--- src/rtl/serial_adder_pkg.sv ---
// serial_adder_pkg
// Shared definitions for the bit-serial adder: FSM state encodings, the
// default operand width and a helper that sizes the bit counter.
package serial_adder_pkg;

    typedef enum logic [1:0] {
        IDLE = 2'd0,
        RUN  = 2'd1,
        DONE = 2'd2
    } state_t;

    localparam int DEFAULT_WIDTH = 8;

    // The counter has to hold WIDTH itself: it increments once more on the
    // final RUN cycle. Hence clog2(WIDTH)+1 bits.
    function automatic int cnt_width(input int w);
        return $clog2(w) + 1;
    endfunction

endpackage

--- src/rtl/serial_adder_fa.sv ---
// Structural full adder for the serial adder, built from the gate library
// primitives: two half adders plus an OR gate that merges their carries.
//   half_adder : a, b        -> s, c
//   or_gate    : a, b        -> y
//   full_adder : a, b, c_in  -> s, c_out
module half_adder (
    input  logic a,
    input  logic b,
    output logic s,
    output logic c
);
    assign s = a ^ b;
    assign c = a & b;
endmodule

module or_gate (
    input  logic a,
    input  logic b,
    output logic y
);
    assign y = a | b;
endmodule

module full_adder (
    input  logic a,
    input  logic b,
    input  logic c_in,
    output logic s,
    output logic c_out
);
    logic s0, c0, c1;

    half_adder u_ha0 (.a(a),  .b(b),    .s(s0), .c(c0));
    half_adder u_ha1 (.a(s0), .b(c_in), .s(s),  .c(c1));
    or_gate    u_or  (.a(c0), .b(c1),   .y(c_out));
endmodule

--- src/rtl/serial_adder.sv ---
// serial_adder
// Bit-serial adder: captures two WIDTH-bit operands on an accepted start and
// adds them LSB-first, one bit per clock, through a single full adder with a
// carry flop chaining the bits. Result is ready WIDTH+1 cycles after start.
//
// Optional feature: define SERIAL_ADDER_SUB_EN to add the sub port; with
// sub=1 the operation becomes a - b (b inverted, carry seeded with 1).
//
// Ports:
//   clk    rising-edge clock
//   rst    synchronous, active-high reset
//   start  request an operation (sampled only in IDLE)
//   sub    subtract select, captured with operands (SERIAL_ADDER_SUB_EN only)
//   a, b   WIDTH-bit operands, captured when start is accepted
//   busy   high in RUN and DONE
//   done   one-cycle pulse, sum/c_out valid
//   sum    WIDTH-bit result register
//   c_out  carry out of the MSB (for subtract: 1 = no borrow)
module serial_adder
    import serial_adder_pkg::*;
#(
    parameter int WIDTH = DEFAULT_WIDTH
) (
    input  logic             clk,
    input  logic             rst,
    input  logic             start,
`ifdef SERIAL_ADDER_SUB_EN
    input  logic             sub,
`endif
    input  logic [WIDTH-1:0] a,
    input  logic [WIDTH-1:0] b,
    output logic             busy,
    output logic             done,
    output logic [WIDTH-1:0] sum,
    output logic             c_out
);

    localparam int CW = cnt_width(WIDTH);

    state_t           state, state_nxt;
    logic [WIDTH-1:0] a_sr, b_sr, sum_sr;
    logic             carry;
    logic [CW-1:0]    cnt;
    logic             fa_s, fa_co;
    logic             last_bit;

    full_adder u_fa (
        .a     (a_sr[0]),
        .b     (b_sr[0]),
        .c_in  (carry),
        .s     (fa_s),
        .c_out (fa_co)
    );

    assign last_bit = (cnt == CW'(WIDTH - 1));

    // FSM state register
    always_ff @(posedge clk) begin
        if (rst) state <= IDLE;
        else     state <= state_nxt;
    end

    // FSM next state and outputs
    always_comb begin
        state_nxt = state;
        busy      = 1'b0;
        done      = 1'b0;
        case (state)
            IDLE: if (start) state_nxt = RUN;
            RUN: begin
                busy = 1'b1;
                if (last_bit) state_nxt = DONE;
            end
            DONE: begin
                busy      = 1'b1;
                done      = 1'b1;
                state_nxt = IDLE;
            end
            default: state_nxt = IDLE;
        endcase
    end

    // Datapath: operand/result shift registers, carry and bit counter
    always_ff @(posedge clk) begin
        if (rst) begin
            a_sr   <= '0;
            b_sr   <= '0;
            sum_sr <= '0;
            carry  <= 1'b0;
            cnt    <= '0;
        end else begin
            case (state)
                IDLE: if (start) begin
                    a_sr <= a;
`ifdef SERIAL_ADDER_SUB_EN
                    // a - b = a + ~b + 1: invert b, seed the carry with 1
                    b_sr  <= sub ? ~b : b;
                    carry <= sub;
`else
                    b_sr  <= b;
                    carry <= 1'b0;
`endif
                    cnt  <= '0;
                end
                RUN: begin
                    a_sr   <= a_sr >> 1;
                    b_sr   <= b_sr >> 1;
                    // new bit enters at the MSB so the result ends up in
                    // natural order after WIDTH shifts (also valid for WIDTH=1)
                    sum_sr <= (sum_sr >> 1) | (WIDTH'(fa_s) << (WIDTH - 1));
                    carry  <= fa_co;
                    cnt    <= cnt + CW'(1);
                end
                default: ;
            endcase
        end
    end

    assign sum   = sum_sr;
    assign c_out = carry;

endmodule

--- config.mk ---
export PLATFORM = sky130hd
export DESIGN_NAME = serial_adder
export DESIGN_NICKNAME = d
export VERILOG_FILES = /design/src/rtl/serial_adder_pkg.sv /design/src/rtl/serial_adder_fa.sv /design/src/rtl/serial_adder.sv
export SDC_FILE = /design/constraint.sdc
export NUM_CORES = 1
export LEC_CHECK = 0
export BUFFER_PORTS_ARGS = -buffer_cell sky130_fd_sc_hd__buf_4
export CORE_ASPECT_RATIO = 0.8
export CORE_UTILIZATION = 35
export CTS_CLUSTER_SIZE = 20
export DETAILED_ROUTE_END_ITERATION = 10
export SLEW_MARGIN = 20
export SYNTH_ARGS = -nofsm -noshare
export SYNTH_HDL_FRONTEND = slang
export SYNTH_SLANG_ARGS = --single-unit
--- constraint.sdc ---
create_clock -name clk -period 1.5 [get_ports clk]
set_input_delay 0 -clock clk [delete_from_list [all_inputs] [get_ports clk]]
set_output_delay 0 -clock clk [all_outputs]
set_load 0.03 [all_outputs]
Word-level counts from Yosys, hierarchy flattened
Index checks and enable logic that the tools add are counted.
- bits in registers: 31
- bits of input ports: 19
- output and inout bits: 11
- logic and storage cells: 36
- add/sub/neg operators: 1
- equality and inequality tests: 5
- mux-type cells: 13
- bitwise logic cells: 6
- reductions and logical operators: 5
- operators by type and width (operator ; number):
    $pmux W8 S2 ; 2
    $mux W8 ; 2
    $or A7 B8 Y8 ; 1
    $pmux W4 S2 ; 1
    $add A4 B1 Y4 const B ; 1
    $eq A4 B3 Y1 const B ; 1
    $mux W2 ; 2
    $mux W4 ; 1
    $ne A2 B2 Y1 const B ; 2
    $pmux W2 S2 ; 1
    $reduce_and A2 Y1 ; 2
    $mux W1 ; 3
    $and A1 B1 Y1 ; 2
    $eq A2 B1 Y1 const B ; 1
    $eq A2 B2 Y1 const B ; 1
    $logic_not A2 Y1 ; 1
    $pmux W1 S2 ; 1
    $reduce_bool A2 Y1 ; 1
    $reduce_or A2 Y1 ; 1
    $xor A1 B1 Y1 ; 2
    $or A1 B1 Y1 ; 1

Depth between registers and ports, before layout
Gate-level depths: netlist of run 1.
- word-level depth: 4
- gate-level depth with buffers: 7
- mapped depth without buffers: 5

Modules after synthesis
From an unflattened synthesis of run 1, not the netlist that was laid out.
- cell total of the unflattened synthesis: 142
- area total of the unflattened synthesis: 1392.6 um^2
- modules (own cells, without submodules) (module ; times used ; cells each ; area an instance (um^2) ; sequential area each (um^2)):
    serial_adder ; 1 ; 139 ; 1361.3 ; 620.6
    half_adder ; 2 ; 1 ; 12.5 ; 0.0
    or_gate ; 1 ; 1 ; 6.3 ; 0.0

Least setup slack after synthesis of run 1
Ideal clock, no wire load.
- path type: reg-to-reg
- start point: reg carry (netlist: c_out)
- end point: reg carry (netlist: c_out)
- library setup time: 0.065 ns
- data arrival time: 1.405 ns
- path slack: 0.030 ns
- cell stages (with the launch flop): 5
- period minus slack after synthesis: 1.470 ns
- cell sequence: dfxtp_1 -> inv_1 -> fa_1 -> o32a_1 -> nor2_1
- cells in the longest elaborated chain, start to end: 3
- RTL lines (item ; RTL line ; RTL):
    from (decl) ; serial_adder.sv:42 ; logic carry;
    from (signal assigned) ; serial_adder.sv:111 ; carry <= fa_co;
    $and A1 B1 Y1 ; serial_adder_fa.sv:13 ; assign c = a & b;
    $or A1 B1 Y1 ; serial_adder_fa.sv:21 ; assign y = a | b;
    $pmux W1 S2 ; serial_adder.sv:92 ; case (state)
Every way passes these cells.
A chain may end at the register's enable or synchronous reset.

Worst setup path after layout of run 1
- start point: reg state[1]
- end point: reg cnt[0]
- cells in the longest elaborated chain, start to end: 3
- elaborated cells on any way between the ends: 6
- RTL lines (item ; RTL line ; RTL):
    from (decl) ; serial_adder.sv:40 ; state_t state, state_nxt;
    from (signal assigned) ; serial_adder.sv:60 ; else state <= state_nxt;
    $eq A2 B1 Y1 or $logic_not A2 Y1 (tied branches) ; serial_adder.sv:92 ;
    $reduce_bool A2 Y1 (no source line) or $ne A2 B2 Y1 (tied branches) ; n/a ;
    $reduce_and A2 Y1 (no source line) ; n/a ;
    to (signal assigned) ; serial_adder.sv:112 ; cnt <= cnt + CW'(1);
    to (decl) ; serial_adder.sv:43 ; logic [CW-1:0] cnt;
Several ways; a longest one is shown, not always the timed one.

==> flow_metrics.py, run 1 <==
metrics = {
    "global_routing": {
        "grt_pass1_vias": 1049,
        "antenna_found_initial": 0,
        "grt_max_degree": 36,
        "overflow": 0,
        "grt_pass1_wl_mm": 4.85,
        "grt_usage_pct": 15.1,
    },
    "final_layout": {
        "multiInputGateArea_um2": 777,
        "area_delta_synth_final_pct": 30.2,
        "seq_area_um2": 623,
        "final_cells": 241,
        "mostFrequentLayoutCells": "35 x buf_4, 29 x dfxtp_1, 25 x nor2_1",
        "fillers": 393,
        "final_common_cell": "buf_4",
        "layout-drive-gt1-share_pct": 30.1,
        "diodes": 0,
        "nets": 210,
    },
    "routing": {
        "first_pass_iters": 5,
        "postRouteAntennaNets": 0,
        "detail_route.wl_per_cell_um": 12.7,
        "drtIter0Drc": 31,
        "drc_errors": 0,
        "wl_mm": 3.07,
        "vias": 1178,
        "viasPerCell": 4.89,
    },
    "synthesis": {
        "synth_seq_area_share_pct": 42.6,
        "synthesis.nets": 177,
        "syn_avg_cell_area_um2": 9.57,
        "synth_warnings": 0,
        "synth_area_mm2": 0.00146,
        "synth-seq-cells": 31,
        "synth_cell_types": 28,
        "synth_cells": 152,
    },
    "sta": {
        "period_share_pct": 96.6,
        "fin_worst_skew_ns": 0.00486,
        "setup_viol": 0,
        "period_minus_slack_ns": 1.45,
        "fmax_ghz": 0.690,
        "slew_violations": 0,
        "max_slew_margin_pct": 76.7,
        "finalWorstSetupSlack_ns": 0.0510,
        "worst_pin_slew_ns": 0.349,
        "hold_violations": 0,
        "rsz0062_at_grt": "false",
    },
    "critical_path": {
        "crit_path_end_kind": "flop",
        "reg2reg_setup_slack_ns": 0.05,
        "criticalPathCategory": "reg2reg",
        "r2r-start": "state[1]",
        "rr_worst_depth": 6,
        "r2r_end": "cnt[0]",
        "crit_arrival_ns": 1.67,
        "cp.required_ns": 1.72,
        "crit_path_max_fanout": 7,
        "critPathLaunchType": "flop",
    },
    "placed_design": {
        "dp_hpwl_mm": 2.09,
        "pre_cts_slack_ns": -0.0159,
        "numPlacedInstances": 230,
        "gp_congestion": 0.807,
        "port_buffers": 29,
    },
    "min_path": {
        "hp-start": "b[3]",
        "hold_depth": 3,
        "hp-class": "in2reg",
        "holdPathEnd": "b_sr[3]",
    },
    "floorplanning": {
        "fp.dieH_um": 59.7,
        "die_w_um": 74.1,
        "ios": 30,
        "core_mm2": 0.00388,
        "start_util_pct": 37.5,
        "rows": 20,
        "die-area_mm2": 0.00442,
    },
    "clock_tree": {
        "cts_root_buffer": "clkbuf_8",
        "clk_pin_slew_ns": 0.07,
        "cts_buffers": 5,
        "insertion_delay_ns": 0.28,
        "cts.path.max_buffers": 2,
        "cts_tree": "built",
        "clock-sinks": 31,
        "htree_levels": 2,
        "ctsHoldBuffers": 0,
    },
    "pwr": {
        "pwr-share-comb_pct": 28.0,
        "netSwitchingFraction_pct": 30.9,
        "internal_power_mw": 1.54,
        "power_density_mw_per_mm2": 1180,
        "leakage_nw": 0.761,
        "ir_worst_vdd_uv": 633,
        "switchingPower_mw": 0.691,
        "p_seq_share_pct": 43.1,
        "power_frac_clock_pct": 28.9,
    },
    "run": {
        "max_cap_violations": 0,
    },
    "outcome": {
        "status": "completed",
    },
}
==> flip-flops by register name, summed over array words and instances (netlist names) <==
| name | flops |
|---|---|
| b_sr | 8 |
| c_out | 1 |
| cnt | 4 |
| a_sr | 8 |
| state | 2 |
| sum | 8 |
==> per-stage QoR <==
step / total power [mW] / util (%) / area (um2) / setup TNS [ns] / hold slack [ns]
final: 2.23 / 48.8 / 1890 / 0 / 0.0639
after global routing: 2.35 / 48.8 / 1890 / 0 / 0.0595
after CTS: 2.23 / 48.0 / 1860 / 0 / 0.0544
after detailed placement: 1.55 / 45.0 / 1750 / -0.0159 / 0.363
after global placement: 1.53 / 45.0 / 1750 / 0 / 0.352
after floorplan: 1.38 / - / 1460 / 0 / 0.210
==> layer usage <==
metal | vias to the layer above | share of wire (%) | GRT usage [%]
li1 | 597 | - | -
met1 | 552 | 48 | 19.2
met2 | 23 | 46 | 22.9
met3 | 6 | 3.9 | 5.23
met4 | 0 | 2.0 | 7.42
met5 | - | 0 | 0
==> layout make-up <==
type	count	area share (%)
multi-input cells	102	41.0
flip-flops and latches	31	32.9
repair buffers	38	16.6
clock buffers	6	3.83
well taps	55	3.63
inverters	7	1.39
clock inverters	2	0.661
==> cell families after synthesis <==
kind of cell / count (synthesis) / synth area share (%)
AOI/OAI and AO/OA: 31 / 15.6
buffers and inverters: 19 / 6.36
DFF: 31 / 42.6
and+or+nand+nor: 41 / 13.1
muxes: 24 / 16.6
adders and majority gates: 6 / 5.68
==> power groups by stage <==
stage	clock network [mW]	logic (mW)	registers, mW
floorplan	0	0.402	0.976
CTS	0.672	0.598	0.962
detailed placement	0	0.574	0.978
global placement	0	0.559	0.974
global route	0.696	0.683	0.974
finish	0.645	0.626	0.962
==> worst max-delay path by stage <==
| stage | from | endpoint | slack (ns) | cells past startpoint |
|---|---|---|---|---|
| after floorplan | c_out | c_out | 0.03 | 4 |
| after global placement | state[1] | a_sr[3] | 0.03 | 5 |
| after detailed placement | state[1] | cnt[0] | -0.02 | 6 |
| after CTS | state[0] | a_sr[3] | 0.03 | 5 |
| after global routing | state[0] | cnt[0] | 0.01 | 6 |
| final | state[1] | cnt[0] | 0.05 | 6 |
==> cell usage after synthesis <==
master / n / area [um2]
o21ai_0: 1 / 5.00
buf_4: 1 / 7.51
buf_2: 5 / 25.0
a21o_1: 1 / 7.51
buf_6: 1 / 11.3
nand2b_1: 6 / 37.5
nor2_1: 25 / 93.8
o32ai_1: 3 / 26.3
clkbuf_4: 1 / 7.51
dfxtp_1: 31 / 621
mux2_2: 1 / 11.3
a21oi_1: 4 / 20.0
nand2_1: 1 / 3.75
inv_2: 1 / 3.75
a2111o_1: 1 / 11.3
a31oi_1: 3 / 18.8
nor2b_1: 5 / 31.3
inv_1: 6 / 22.5
clkbuf_1: 4 / 15.0
or3_1: 1 / 6.26
o32a_1: 1 / 10.0
nand3b_1: 1 / 7.51
a32oi_1: 1 / 8.76
mux2i_1: 23 / 230
ha_1: 5 / 62.6
a211oi_1: 16 / 120
fa_1: 1 / 20.0
nand3_1: 2 / 10.0
==> critical path, cell delays in order, from the launching register on <==
cell	delay [ns]
dfxtp_2	0.35
inv_2	0.06
ha_2	0.19
buf_6	0.13
nor2b_4	0.13
or3_4	0.38
a21oi_2	0.13
==> timing repair <==
action | 4_1_cts | 5_1_grt
setup endpoints to repair | 7 | 15
buffers inserted | 2 | 1
gates resized for setup | 5 | 8
pin swaps | 0 | 1
No activity file was read; power rests on OpenSTA's default activity.
==> run 2: changes to the inputs <==
- ABC_AREA: not set -> 1
- HOLD_SLACK_MARGIN: not set -> 0.02
- clock period: 1.5 -> 1.7 ns (I/O delays scaled with it)
==> flow_metrics.py, run 2 <==
metrics = {
    "run": {
        "max_cap_violations": 0,
    },
    "final_layout": {
        "design_area_mm2": 0.00181,
        "layout-drive-gt1-share_pct": 18.3,
        "fillers": 411,
        "final_common_cell": "nand2_1",
        "diodes": 0,
        "nets": 265,
        "mostFrequentLayoutCells": "56 x nand2_1, 52 x nor2_1, 31 x dfxtp_1, 31 x buf_4, 14 x o21ai_1",
        "area_delta_synth_final_pct": 24.4,
        "final_cells": 296,
    },
    "sta": {
        "max_slew_margin_pct": 75.4,
        "rsz0062_at_grt": "false",
        "slew_violations": 0,
        "hold_violations": 0,
        "period_share_pct": 89.9,
        "finalWorstSetupSlack_ns": 0.171,
        "fin_worst_skew_ns": 0.00130,
        "worst_pin_slew_ns": 0.369,
        "setup_tns_ns": 0,
        "fmax_ghz": 0.654,
        "period_minus_slack_ns": 1.53,
        "setup_viol": 0,
    },
    "critical_path": {
        "crit_path_max_fanout": 22,
        "criticalPathCategory": "reg2reg",
        "slowest_stage": "dfxtp_1",
        "reg2reg_setup_slack_ns": 0.17,
        "max_stage_delay_ns": 0.36,
        "critPathLaunchType": "flop",
        "cp_cell_sequence": "inv_1 -> ha_1 -> nand2_2 -> nand2_4 -> inv_4 -> nand2_1 -> a21oi_1",
        "crit_arrival_ns": 1.74,
        "crit_path_end_kind": "flop",
        "cp.required_ns": 1.91,
    },
    "placed_design": {
        "place_area_mm2": 0.00168,
        "pre_cts_slack_ns": 0.201,
        "port_buffers": 29,
        "gp_congestion": 0.741,
        "dp_hpwl_mm": 1.99,
        "numPlacedInstances": 285,
    },
    "floorplanning": {
        "start_util_pct": 37.5,
        "core_mm2": 0.00388,
        "die-area_mm2": 0.00442,
        "fp.dieH_um": 59.6,
        "rows": 20,
        "ios": 30,
        "die_w_um": 74.1,
    },
    "pwr": {
        "netSwitchingFraction_pct": 42.4,
        "leakage_nw": 0.865,
        "internal_power_mw": 1.86,
        "power_frac_clock_pct": 19.8,
        "switchingPower_mw": 1.36,
        "power_density_mw_per_mm2": 1780,
        "p_seq_share_pct": 36.0,
        "pwr-share-comb_pct": 44.2,
        "ir_worst_vdd_uv": 619,
    },
    "clock_tree": {
        "cts_root_buffer": "clkbuf_8",
        "insertion_delay_ns": 0.28,
        "cts_tree": "built",
        "cts.path.max_buffers": 2,
        "cts-resized-gates": 0,
        "clk_pin_slew_ns": 0.06,
        "htree_levels": 2,
        "clock-sinks": 31,
        "cts_buffers": 5,
    },
    "synthesis": {
        "yosysMostFrequentCell": "nand2_1",
        "synth_cells": 209,
        "synth_edf_count": 0,
        "synth_area_leaders": "dfxtp_1 43%, nand2_1 14%, nor2_1 13%",
        "async_flop_share_pct": 0,
        "synthesis.nets": 234,
        "synth-seq-cells": 31,
        "yosysTopAreaCellShare_pct": 42.7,
        "ys_top_cells_by_count": "56 x nand2_1, 52 x nor2_1, 31 x dfxtp_1",
        "synth_area_mm2": 0.00145,
        "synthFlopType": "dfxtp_1",
        "synth_seq_area_share_pct": 42.7,
        "synth_cell_types": 18,
        "yosys.area.top_type": "dfxtp_1",
        "syn_avg_cell_area_um2": 6.96,
        "synth_warnings": 0,
    },
    "global_routing": {
        "grt_max_degree": 27,
        "overflow": 0,
        "grt_pass1_vias": 1120,
        "antenna_found_initial": 0,
        "grt_pass1_wl_mm": 5.06,
        "grt_usage_pct": 15.4,
    },
    "routing": {
        "postRouteAntennaNets": 0,
        "drtIter0Drc": 61,
        "viasPerCell": 4.37,
        "detail_route.wl_per_cell_um": 10.3,
        "drc_errors": 0,
        "first_pass_iters": 4,
        "vias": 1294,
        "wl_mm": 3.05,
    },
    "min_path": {
        "hp-class": "in2reg",
    },
    "outcome": {
        "status": "completed",
    },
}
run 2: changes by cell type in the layout (fill, tap and decap cells not counted), sizes merged, moves of 3 or more:
| cell | change |
|---|---|
| buf | -7 |
| nand2 | +57 |
| o21ai | +22 |
| nor2b | -5 |
| nand2b | -6 |
| a211oi | -16 |
| nor2 | +27 |
| o32ai | -3 |
| mux2i | -23 |
| inv | +6 |
| dlygate4sd3 | +3 |
| a21oi | +5 |
| nand3 | +4 |
run 2: final timing paths:
| kind | from | to | cells past startpoint |
|---|---|---|---|
| worst max-delay path | state[1] | b_sr[7] | 7 |
| worst min-delay path | b[0] | b_sr[0] | 5 |
| worst max register to register | state[1] | b_sr[7] | 7 |
| worst min register to register | a_sr[7] | a_sr[7] | 2 |
run 2: area by class of cell:
cell class / instances / area (um2) / share of cell area, %
Multi-Input combinational cell: 155 / 702 / 38.8
Sequential cell: 31 / 621 / 34.3
Clock buffer: 8 / 100 / 5.54
Inverter: 13 / 53.8 / 2.98
Timing Repair Buffer: 34 / 263 / 14.5
Tap cell: 55 / 68.8 / 3.81
run 2: kinds of logic after synthesis:
logic type | after synthesis | share of synthesized area, %
AOI/OAI and AO/OA | 33 | 11.4
adders and majority gates | 6 | 5.68
DFF | 31 | 42.7
buffers and inverters | 23 | 9.04
and+or+nand+nor | 116 | 31.2
run 2: timing repair:
item | CTS | global route
setup buffers | 0 | 0
endpoints found under the setup margin | 0 | 0
hold buffers | 3 | 0
endpoints found under the hold margin | 4 | 0
run 2: stage by stage:
step                      util, %  hold WS (ns)  total power, mW
final                        46.6        0.0360             3.22
after global routing         46.6        0.0586             3.50
after CTS                    46.6        0.0321             3.25
after detailed placement     43.3         0.243             2.60
after global placement       43.3         0.237             2.60
after floorplan                 -        0.0691             2.31
run 2: power groups by stage:
| stage | clock (mW) | combinational (mW) | sequential, mW |
|---|---|---|---|
| global route | 0.689 | 1.60 | 1.20 |
| global placement | 0 | 1.42 | 1.17 |
| CTS | 0.650 | 1.44 | 1.16 |
| finish | 0.637 | 1.42 | 1.16 |
| floorplan | 0 | 1.01 | 1.29 |
| detailed placement | 0 | 1.43 | 1.17 |
run 2: metal layers:
| layer | routed length [um] | global-route usage [%] | share of wire (%) |
|---|---|---|---|
| met1 | 1590 | 21.0 | 52 |
| met4 | 56 | 6.59 | 1.8 |
| met2 | 1220 | 22.7 | 40 |
| met5 | 0 | 0 | 0 |
| met3 | 184 | 4.08 | 6.0 |
run 2: critical path, delay by kind of cell, from the launching register on:
kind                       cells  cell delay [ns]
AOI/OAI and AO/OA              1             0.14
adders and majority gates      1             0.29
DFF                            1             0.36
buffers and inverters          2             0.31
and+or+nand+nor                3             0.35
==> run 3: changes to the inputs <==
- clock period: 1.7 -> 2 ns (I/O delays scaled with it)
==> flow_metrics.py, run 3 (same netlist as run 2, synthesis figures left out) <==
metrics = {
    "outcome": {
        "status": "completed",
    },
    "floorplanning": {
        "rows": 20,
        "start_util_pct": 37.5,
        "die_w_um": 74.1,
        "fp.dieH_um": 59.6,
        "core_mm2": 0.00388,
        "die-area_mm2": 0.00442,
        "ios": 30,
    },
    "clock_tree": {
        "ctsHoldBuffers": 3,
        "htree_levels": 2,
        "cts_setup_buffers": 0,
        "clock-sinks": 31,
        "insertion_delay_ns": 0.28,
        "cts-resized-gates": 0,
        "cts.path.max_buffers": 2,
        "cts_buffers": 5,
        "cts_root_buffer": "clkbuf_8",
        "clk_pin_slew_ns": 0.06,
        "cts_tree": "built",
    },
    "critical_path": {
        "cp.required_ns": 2.21,
        "crit_path_max_fanout": 22,
        "crit_path_end_kind": "flop",
        "critPathLaunchType": "flop",
        "r2r-start": "state[0]",
        "r2r_end": "a_sr[7]",
        "rr_worst_depth": 7,
        "criticalPathCategory": "reg2reg",
        "reg2reg_setup_slack_ns": 0.51,
        "crit_start": "state[0]",
        "crit_arrival_ns": 1.70,
    },
    "sta": {
        "period_share_pct": 74.4,
        "worst_pin_slew_ns": 0.366,
        "hold_violations": 0,
        "setup_viol": 0,
        "setup_tns_ns": 0,
        "period_minus_slack_ns": 1.49,
        "slew_violations": 0,
        "fin_worst_skew_ns": 0.00832,
        "rsz0062_at_grt": "false",
        "max_slew_margin_pct": 75.6,
        "whs_ns": 0.0298,
        "fmax_ghz": 0.672,
    },
    "global_routing": {
        "grt_pass1_wl_mm": 4.93,
        "antenna_found_initial": 0,
        "grt_max_degree": 27,
        "grt_usage_pct": 15.0,
        "grt_pass1_vias": 1121,
        "overflow": 0,
    },
    "run": {
        "max_cap_violations": 0,
    },
    "pwr": {
        "ir_worst_vdd_uv": 633,
        "power_density_mw_per_mm2": 1490,
        "leakage_nw": 0.851,
    },
    "final_layout": {
        "area_delta_synth_final_pct": 22.5,
        "fin_util_pct": 45.9,
        "fillers": 425,
        "diodes": 0,
        "mostFrequentLayoutCells": "56 x nand2_1, 52 x nor2_1, 31 x dfxtp_1",
        "nets": 264,
        "layout-drive-gt1-share_pct": 17.5,
        "final_common_cell": "nand2_1",
        "design_area_mm2": 0.00178,
    },
    "min_path": {
        "holdPathEnd": "b_sr[6]",
        "hp-class": "in2reg",
        "hp-start": "b[6]",
        "hold_depth": 5,
    },
    "placed_design": {
        "gp_congestion": 0.716,
        "port_buffers": 29,
        "place_area_mm2": 0.00167,
        "dp_hpwl_mm": 1.97,
    },
    "routing": {
        "viasPerCell": 4.41,
        "wl_mm": 3.04,
        "postRouteAntennaNets": 0,
        "vias": 1301,
        "drtIter0Drc": 61,
        "detail_route.wl_per_cell_um": 10.3,
        "drc_errors": 0,
        "first_pass_iters": 4,
    },
}
[run 3: area by class of cell]
class	instances	area, um2	share of cell area, %
inverter	13	53.8	3.02
sequential	31	621	34.8
timing repair buffer	33	255	14.3
clock inverter	1	5.00	0.281
clock buffer	7	76.3	4.28
tap	55	68.8	3.86
multi-input combinational	155	702	39.4
[run 3: report_power, final]
part / switching (mW) / leakage [nW] / internal (mW) / total, mW
clock: 0.218 / 0.0422 / 0.244 / 0.462
sequential: 0.137 / 0.255 / 0.850 / 0.988
combinational: 0.796 / 0.553 / 0.403 / 1.20
total: 1.15 / 0.851 / 1.50 / 2.65
[run 3: worst max-delay path, cell delays in order, from the launching register on]
cell	delay (ns)
dfxtp_1	0.39
inv_1	0.08
ha_1	0.24
nand2_1	0.12
nand2_4	0.17
inv_4	0.22
nand2_1	0.07
a21oi_1	0.14
[run 3: stage by stage]
step / total power, mW / worst slack (ns) / cells
after floorplan: 1.96 / 0.655 / 209
after global placement: 2.19 / 0.538 / 284
after detailed placement: 2.20 / 0.504 / 284
after CTS: 2.67 / 0.505 / 295
after global routing: 2.89 / 0.376 / 295
final: 2.65 / 0.511 / 295
[run 3: worst max-delay path by stage]
stage,end,cells past startpoint
3_3_place_gp,a_sr[7],7
2_1_floorplan,c_out,5
4_1_cts,a_sr[7],7
6_report,a_sr[7],7
5_1_grt,a_sr[0],8
3_5_place_dp,a_sr[7],7
[run 3: layer usage]
metal / routed length (um) / share of wire, % / vias up / track usage [%]
met4: 41 / 1.3 / 0 / 6.59
met5: 0 / 0 / - / 0
met1: 1620 / 53 / 553 / 20.3
li1: - / - / 712 / -
met3: 135 / 4.4 / 7 / 5.61
met2: 1240 / 41 / 29 / 21.3
